==> config.mk <==
export PLATFORM = sky130hd
export DESIGN_NAME = mshr
export DESIGN_NICKNAME = d
export VERILOG_FILES = /design/src/rtl/mshr_pkg.sv /design/src/rtl/mshr_entry.sv /design/src/rtl/mshr.sv
export SDC_FILE = /design/constraint.sdc
export NUM_CORES = 1
export LEC_CHECK = 0
export BUFFER_PORTS_ARGS = -buffer_cell sky130_fd_sc_hd__buf_2
export CORE_MARGIN = 5
export CORE_UTILIZATION = 50
export CTS_BUF_LIST = sky130_fd_sc_hd__clkbuf_2
export CTS_CLUSTER_SIZE = 24
export DETAILED_ROUTE_END_ITERATION = 7
export GPL_ROUTABILITY_DRIVEN = 0
export PLACE_DENSITY = 0.88
export SETUP_SLACK_MARGIN = 0.05
export SLEW_MARGIN = 5
export SYNTH_ARGS = -nofsm -noshare
export SYNTH_HDL_FRONTEND = slang
export SYNTH_SLANG_ARGS = --single-unit
==> constraint.sdc <==
create_clock -name clk -period 11.2 [get_ports clk]
set_clock_uncertainty 0.15 [all_clocks]
set_input_delay 1.12 -clock clk [delete_from_list [all_inputs] [get_ports clk]]
set_output_delay 1.12 -clock clk [all_outputs]
set_load 0.005 [all_outputs]
==> src/rtl/mshr_pkg.sv <==
// Shared types and constants for the two-entry miss-status holding registers.
package mshr_pkg;

  localparam int NUM_ENTRIES = 2;
  localparam int ADDR_W      = 32;
  localparam int REGD_W      = 5;

  // Never word-aligned, so an unused tracking slot cannot match a real request.
  localparam logic [ADDR_W-1:0] ADDR_INVALID = 32'hFFFF_FFFF;

  typedef enum logic [1:0] {
    S_IDLE = 2'd0,
    S_WR   = 2'd1,
    S_RD   = 2'd2
  } seq_state_e;

  typedef struct packed {
    logic              valid;
    logic              has_ld;
    logic              has_ev;
    logic [ADDR_W-1:0] addr_load;
    logic [ADDR_W-1:0] addr_evict;
    logic [ADDR_W-1:0] evict_data;
    logic [REGD_W-1:0] regD;
    logic              way;
  } entry_t;

endpackage

==> src/rtl/mshr_entry.sv <==
// One MSHR entry: captured miss fields plus the live-slot addresses the cache
// compares against for dependency stalls.
module mshr_entry
  import mshr_pkg::*;
(
  input  logic              clk,
  input  logic              rst,
  input  logic              alloc,
  input  logic              clear,
  input  logic              clear_ev,
  input  logic              ld_in,
  input  logic              ev_in,
  input  logic [ADDR_W-1:0] addr_load_in,
  input  logic [ADDR_W-1:0] addr_evict_in,
  input  logic [ADDR_W-1:0] evict_data_in,
  input  logic [REGD_W-1:0] regd_in,
  input  logic              way_in,
  output entry_t            ent,
  output logic [ADDR_W-1:0] slot_load,
  output logic [ADDR_W-1:0] slot_evict
);

  entry_t ent_d, ent_q;

  always_comb begin
    ent_d = ent_q;
    if (alloc) begin
      ent_d.valid      = 1'b1;
      ent_d.has_ld     = ld_in;
      ent_d.has_ev     = ev_in;
      ent_d.addr_load  = addr_load_in;
      ent_d.addr_evict = addr_evict_in;
      ent_d.evict_data = evict_data_in;
      ent_d.regD       = regd_in;
      ent_d.way        = way_in;
    end
    if (clear_ev) begin
      ent_d.has_ev = 1'b0;
    end
    // Freeing keeps the data fields; only the flags matter once invalid.
    if (clear) begin
      ent_d.valid  = 1'b0;
      ent_d.has_ld = 1'b0;
      ent_d.has_ev = 1'b0;
    end
  end

  always_ff @(posedge clk or posedge rst) begin
    if (rst) begin
      ent_q <= '0;
    end else begin
      ent_q <= ent_d;
    end
  end

  assign ent        = ent_q;
  assign slot_load  = ent_q.has_ld ? ent_q.addr_load  : ADDR_INVALID;
  assign slot_evict = ent_q.has_ev ? ent_q.addr_evict : ADDR_INVALID;

endmodule

==> src/rtl/mshr.sv <==
// Two-entry MSHR: allocates load fills / dirty evictions and serialises them,
// oldest entry first, onto a single-port word memory.
//   state  | meaning
//   S_IDLE | no request outstanding; picks the next entry with pending work
//   S_WR   | writeback of the selected entry's dirty line in flight
//   S_RD   | fill read of the selected entry in flight
module mshr
  import mshr_pkg::*;
(
  input  logic              clk,
  input  logic              rst,
  input  logic              load_valid,
  input  logic              evict_valid,
  input  logic [ADDR_W-1:0] addr_load,
  input  logic              load_way_in,
  input  logic [REGD_W-1:0] mshr_regD_in,
  input  logic [ADDR_W-1:0] addr_evict,
  input  logic [ADDR_W-1:0] evict_data,
  output logic [ADDR_W-1:0] addr1,
  output logic [ADDR_W-1:0] addr2,
  output logic [ADDR_W-1:0] addr3,
  output logic [ADDR_W-1:0] addr4,
  output logic              mshr_full,
  output logic              mshr_done_pulse,
  output logic [ADDR_W-1:0] mshr_addr_out,
  output logic [ADDR_W-1:0] mshr_data_out,
  output logic [REGD_W-1:0] mshr_regD_out,
  output logic              load_way_out,
  output logic              mem_req,
  output logic              mem_we,
  output logic [ADDR_W-1:0] mem_addr,
  output logic [ADDR_W-1:0] mem_wdata,
  input  logic              mem_ack,
  input  logic [ADDR_W-1:0] mem_rdata
);

  entry_t ent0, ent1;
  logic   alloc_req, alloc0, alloc1;
  logic [NUM_ENTRIES-1:0] free_vec, clear_ev_vec, pend;

  seq_state_e        state_d, state_q;
  logic              idx_d, idx_q;
  logic              oldest_d, oldest_q;
  logic              mem_req_d, mem_req_q, mem_we_d, mem_we_q;
  logic [ADDR_W-1:0] mem_addr_d, mem_addr_q, mem_wdata_d, mem_wdata_q;
  logic              done_d, done_q;
  logic [ADDR_W-1:0] fill_addr_d, fill_addr_q, fill_data_d, fill_data_q;
  logic [REGD_W-1:0] fill_regd_d, fill_regd_q;
  logic              fill_way_d, fill_way_q;

  logic              sel_valid, sel_idx, sel_has_ev;
  logic [ADDR_W-1:0] sel_addr_load, sel_addr_evict, sel_evict_data;
  logic              cur_has_ld, cur_way;
  logic [ADDR_W-1:0] cur_addr_load;
  logic [REGD_W-1:0] cur_regd;

  // Lowest free index, judged on state before any same-cycle free.
  assign alloc_req = load_valid | evict_valid;
  assign alloc0    = alloc_req & ~ent0.valid;
  assign alloc1    = alloc_req & ent0.valid & ~ent1.valid;

  mshr_entry u_entry0 (
    .clk, .rst,
    .alloc         (alloc0),
    .clear         (free_vec[0]),
    .clear_ev      (clear_ev_vec[0]),
    .ld_in         (load_valid),
    .ev_in         (evict_valid),
    .addr_load_in  (addr_load),
    .addr_evict_in (addr_evict),
    .evict_data_in (evict_data),
    .regd_in       (mshr_regD_in),
    .way_in        (load_way_in),
    .ent           (ent0),
    .slot_load     (addr1),
    .slot_evict    (addr2)
  );

  mshr_entry u_entry1 (
    .clk, .rst,
    .alloc         (alloc1),
    .clear         (free_vec[1]),
    .clear_ev      (clear_ev_vec[1]),
    .ld_in         (load_valid),
    .ev_in         (evict_valid),
    .addr_load_in  (addr_load),
    .addr_evict_in (addr_evict),
    .evict_data_in (evict_data),
    .regd_in       (mshr_regD_in),
    .way_in        (load_way_in),
    .ent           (ent1),
    .slot_load     (addr3),
    .slot_evict    (addr4)
  );

  assign mshr_full = ent0.valid & ent1.valid;

  assign pend[0]   = ent0.valid & (ent0.has_ld | ent0.has_ev);
  assign pend[1]   = ent1.valid & (ent1.has_ld | ent1.has_ev);
  assign sel_valid = |pend;
  assign sel_idx   = pend[oldest_q] ? oldest_q : ~oldest_q;

  assign sel_has_ev     = sel_idx ? ent1.has_ev     : ent0.has_ev;
  assign sel_addr_load  = sel_idx ? ent1.addr_load  : ent0.addr_load;
  assign sel_addr_evict = sel_idx ? ent1.addr_evict : ent0.addr_evict;
  assign sel_evict_data = sel_idx ? ent1.evict_data : ent0.evict_data;
  assign cur_has_ld     = idx_q ? ent1.has_ld    : ent0.has_ld;
  assign cur_addr_load  = idx_q ? ent1.addr_load : ent0.addr_load;
  assign cur_regd       = idx_q ? ent1.regD      : ent0.regD;
  assign cur_way        = idx_q ? ent1.way       : ent0.way;

  always_comb begin
    state_d      = state_q;
    idx_d        = idx_q;
    mem_req_d    = mem_req_q;
    mem_we_d     = mem_we_q;
    mem_addr_d   = mem_addr_q;
    mem_wdata_d  = mem_wdata_q;
    done_d       = 1'b0;
    fill_addr_d  = '0;
    fill_data_d  = '0;
    fill_regd_d  = '0;
    fill_way_d   = 1'b0;
    free_vec     = '0;
    clear_ev_vec = '0;
    unique case (state_q)
      S_IDLE: begin
        if (sel_valid) begin
          idx_d     = sel_idx;
          mem_req_d = 1'b1;
          if (sel_has_ev) begin
            state_d     = S_WR;
            mem_we_d    = 1'b1;
            mem_addr_d  = sel_addr_evict;
            mem_wdata_d = sel_evict_data;
          end else begin
            state_d     = S_RD;
            mem_we_d    = 1'b0;
            mem_addr_d  = sel_addr_load;
            mem_wdata_d = '0;
          end
        end
      end
      S_WR: begin
        if (mem_ack) begin
          clear_ev_vec[idx_q] = 1'b1;
          mem_we_d    = 1'b0;
          mem_wdata_d = '0;
          if (cur_has_ld) begin
            state_d    = S_RD;
            mem_addr_d = cur_addr_load;
          end else begin
            free_vec[idx_q] = 1'b1;
            state_d         = S_IDLE;
            mem_req_d       = 1'b0;
            mem_addr_d      = '0;
          end
        end
      end
      S_RD: begin
        if (mem_ack) begin
          done_d          = 1'b1;
          fill_addr_d     = cur_addr_load;
          fill_data_d     = mem_rdata;
          fill_regd_d     = cur_regd;
          fill_way_d      = cur_way;
          free_vec[idx_q] = 1'b1;
          state_d         = S_IDLE;
          mem_req_d       = 1'b0;
          mem_we_d        = 1'b0;
          mem_addr_d      = '0;
          mem_wdata_d     = '0;
        end
      end
      default: begin
        state_d   = S_IDLE;
        mem_req_d = 1'b0;
      end
    endcase

    // A new entry is youngest unless the other entry is empty or leaving now.
    oldest_d = oldest_q;
    if (free_vec[oldest_q]) begin
      oldest_d = ~oldest_q;
    end
    if (alloc0) begin
      oldest_d = ent1.valid & ~free_vec[1];
    end
    if (alloc1) begin
      oldest_d = ~(ent0.valid & ~free_vec[0]);
    end
  end

  always_ff @(posedge clk or posedge rst) begin
    if (rst) begin
      state_q     <= S_IDLE;
      idx_q       <= 1'b0;
      oldest_q    <= 1'b0;
      mem_req_q   <= 1'b0;
      mem_we_q    <= 1'b0;
      mem_addr_q  <= '0;
      mem_wdata_q <= '0;
      done_q      <= 1'b0;
      fill_addr_q <= '0;
      fill_data_q <= '0;
      fill_regd_q <= '0;
      fill_way_q  <= 1'b0;
    end else begin
      state_q     <= state_d;
      idx_q       <= idx_d;
      oldest_q    <= oldest_d;
      mem_req_q   <= mem_req_d;
      mem_we_q    <= mem_we_d;
      mem_addr_q  <= mem_addr_d;
      mem_wdata_q <= mem_wdata_d;
      done_q      <= done_d;
      fill_addr_q <= fill_addr_d;
      fill_data_q <= fill_data_d;
      fill_regd_q <= fill_regd_d;
      fill_way_q  <= fill_way_d;
    end
  end

  assign mem_req         = mem_req_q;
  assign mem_we          = mem_we_q;
  assign mem_addr        = mem_addr_q;
  assign mem_wdata       = mem_wdata_q;
  assign mshr_done_pulse = done_q;
  assign mshr_addr_out   = fill_addr_q;
  assign mshr_data_out   = fill_data_q;
  assign mshr_regD_out   = fill_regd_q;
  assign load_way_out    = fill_way_q;

endmodule

==> impl_results.md <==
- Area of the core: between 30000 and 40000 sq um
- Worst-path clk slew: 0.11 ns
- P&R area growth vs syn: 19.6%
- Sequential share of the synthesized area: between 50 and 60%
- Max IR drop VDD: ~0.16 mV
- GRT Util Overall: approximately 27%
- Pwr dens: about 320 nW/um^2
- Antenna violations before repair: 8
- Die Area: between 30000 and 40000 sq um
- Crit end category: primary output
- Layout cells sized above 1: between 30% and 40%
- R2R Path End: mem_addr[2]
- Final #Nets: approximately 2100
- CP Buf/Inv Count: 1
- Syn. warnings: 0
- Global-route wire length before repair: between 70000 and 80000 microns
- Hold buffers post-CTS: 0
- HP Class: primary input to async pin
- Syn nets: about 1700
- DR iter-0 viols: approximately 1100
- Clock sink total: 351
- Startpoint types: register
- Fin. Hold Viols: 0
- Max cap viols: 0
- Vias in the first global route: ~14000
- R2r worst-path depth: 6
- Routed met3 length: between 5000 and 6000 microns
- Data required time of the worst path: between 9 and 10 ns
- Avg Inst Size Synth: roughly 10 sq um
- Yosys reg bits: between 300 and 400
- Vias: between 10000 and 15000
- CP max stage cell: dfrtp_2
- Post-Place Cell Area: about 18000 sq um
- Reg-to-reg critical path startpoint: u_entry0.ent[102]
- Post-CTS setup buffers: 0
- Crit path max-delay family: flip-flops
- Detailed placement HPWL: around 31000 microns
- Crit Path Category: register to primary output
- Met1 Wirelength: 17400 microns
- H-tree depth: 3
- Number of synthesized flops with an enable pin: 0
- FFs w/ async S/R, synth: 100%
- CTS root buf: clkbuf_2
- Post-cts sizing count: 0
- CTS tree: done
- CP peak stage delay: 1.01 ns
- Max layer used: met5
- Vias per cell: approximately 5.6
- Outcome: complete, no violations
- Fin area: about 19000 sq um
- Post-synth cell types: between 40 and 50
- Residual DRC: 0
- Reg-to-reg setup timing slack: ~7.6 ns
- WL/cell: between 15 and 20 microns
- Main flop type after synthesis: dfrtp_1
- Die Width: approximately 190 microns
- Maximum clock path buffer count: 3
- CP Data Arrival Time: approximately 2.4 ns
- CTS Buf Count: 90
- Mapped Area: ~15000 sq um
- Slew HR: between 20% and 30%
- Largest net degree at the start of global routing: roughly 120
- Critical path cell sequence: nand2b_1, buf_2
- Total Wirelength: between 40000 and 50000 microns
- Period minus WS final: 3.69 ns
- RSZ-0062 raised after global routing: no
- Endpoints failing setup: 0
- Slew Limit Fails: 0
- Max frequency: approximately 0.27 GHz
- # port buffers: between 400 and 500
- Syn Inst Count: roughly 1600
- First-pass iteration count of the detailed router: 6
- Fin crit share: approximately 33%
- Rows: 64
- I/O Pins: 405
- Crit-path max FO: 37
- Pleak: between 0.009 and 0.01 uW
- Crit. path cell count: 2
- TNS Setup: 0 ns
- Later-pin clock latency in the skew report: 0.87 ns
- GRT overflow: 0
- DR WL met2: 22500 microns
- Slew @ Worst Pin: around 1.1 ns
- Routed Antenna Nets: 0
- Height of the die: 186 microns
- Initial core utilization: 50.7%
==> placed cells by master, fill, tap and decap left out, drive strengths merged, types with 3 or more instances in the layout <==
| cell type | synthesis | routed |
|---|---|---|
| buf | 32 | 422 |
| a221oi | 33 | 33 |
| o21ai | 156 | 156 |
| clkinv | 0 | 17 |
| mux2 | 103 | 103 |
| nand2 | 425 | 425 |
| a31oi | 33 | 33 |
| dfrtp | 351 | 351 |
| nor2 | 61 | 61 |
| mux2i | 51 | 51 |
| a21oi | 3 | 3 |
| and2 | 24 | 24 |
| a22o | 3 | 3 |
| o21a | 3 | 3 |
| nand2b | 65 | 65 |
| ha | 4 | 4 |
| inv | 70 | 71 |
| or3 | 10 | 10 |
| clkbuf | 77 | 134 |
| and3 | 33 | 33 |
==> stage by stage <==
stage                     hold WS [ns]  total power [uW]  util [%]  instances  setup slack (ns)
after CTS                        0.179              5970      60.6       2418              7.43
final                            0.249              5960      60.6       2420              7.51
after global placement           0.306              4950      57.9       2263              7.25
after global routing             0.164              6380      60.6       2419              7.34
after detailed placement         0.312              5090      57.9       2263              7.16
after floorplan                  0.295              4020         -       1554             0.195
==> where the power goes <==
| part | switching (uW) | leakage, uW | internal, uW |
|---|---|---|---|
| registers | 378 | 0.00441 | 1830 |
| logic | 1680 | 0.00455 | 1210 |
| clock network | 506 | 0.000618 | 360 |
| total | 2560 | 0.00958 | 3400 |
==> routing by layer <==
metal	track usage, %	vias up
met3	9.73	170
met5	0	-
met4	12.5	12
met1	33.3	6456
li1	-	5984
met2	43.2	815
==> layout make-up <==
type	instances	area, sq um
fill	2588	12100
antenna	2	5.00
clock inverter	21	136
multi-input combinational	1024	6010
inverter	70	270
clock buffer	134	671
timing repair buffer	422	2160
tap	396	495
sequential	351	8790
==> how the worst max path moves through the flow <==
stage	startpoint	endpoint	slack (ns)
floorplan	rst	idx_q	0.19
global placement	rst	u_entry0.ent[81]	7.25
detailed placement	rst	u_entry1.ent[81]	7.16
CTS	u_entry1.ent[102]	addr4[20]	7.43
global route	u_entry1.ent[102]	addr4[20]	7.34
finish	u_entry1.ent[102]	addr4[20]	7.51
==> cell families after synthesis <==
| group | count (synthesis) | synth area share, % |
|---|---|---|
| buf+inv | 179 | 4.85 |
| simple gates | 626 | 17.4 |
| flops | 351 | 56.7 |
| mux | 154 | 11.4 |
| compound gates | 240 | 9.33 |
| fa+ha+maj | 4 | 0.323 |
==> state kept, by name, summed over array words and instances (netlist names) <==
name / flops
mshr_regD_out: 5
u_entry0.ent: 105
mshr_done_pulse: 1
idx_q: 1
mshr_data_out: 32
u_entry1.ent: 105
mem_wdata: 32
mem_req: 1
state_q: 2
load_way_out: 1
mshr_addr_out: 32
oldest_q: 1
mem_addr: 32
mem_we: 1
==> Yosys cell counts, types with 2 or more instances <==
cell type / instances / area, sq um
dfrtp_1: 351 / 8780
o31ai_1: 2 / 15.0
ha_1: 4 / 50.1
a221oi_1: 32 / 280
clkbuf_2: 4 / 20.0
buf_2: 18 / 90.1
buf_6: 5 / 56.3
a31oi_1: 32 / 200
buf_4: 4 / 30.0
o21ai_1: 40 / 200
or3_1: 9 / 56.3
mux2_2: 78 / 878
nand2_1: 425 / 1600
o21a_1: 3 / 22.5
mux2_4: 25 / 375
o22a_1: 2 / 17.5
a32o_1: 2 / 20.0
a22o_1: 3 / 26.3
nand2b_1: 65 / 407
nor2_1: 61 / 229
a21oi_1: 2 / 10.0
and3_1: 33 / 206
and2_1: 24 / 150
inv_1: 70 / 263
buf_1: 5 / 18.8
mux2i_1: 51 / 510
nor3_1: 2 / 10.0
clkbuf_1: 73 / 274
nor2b_1: 2 / 12.5
o21ai_0: 116 / 581
Power figures use the tool's default switching activity.
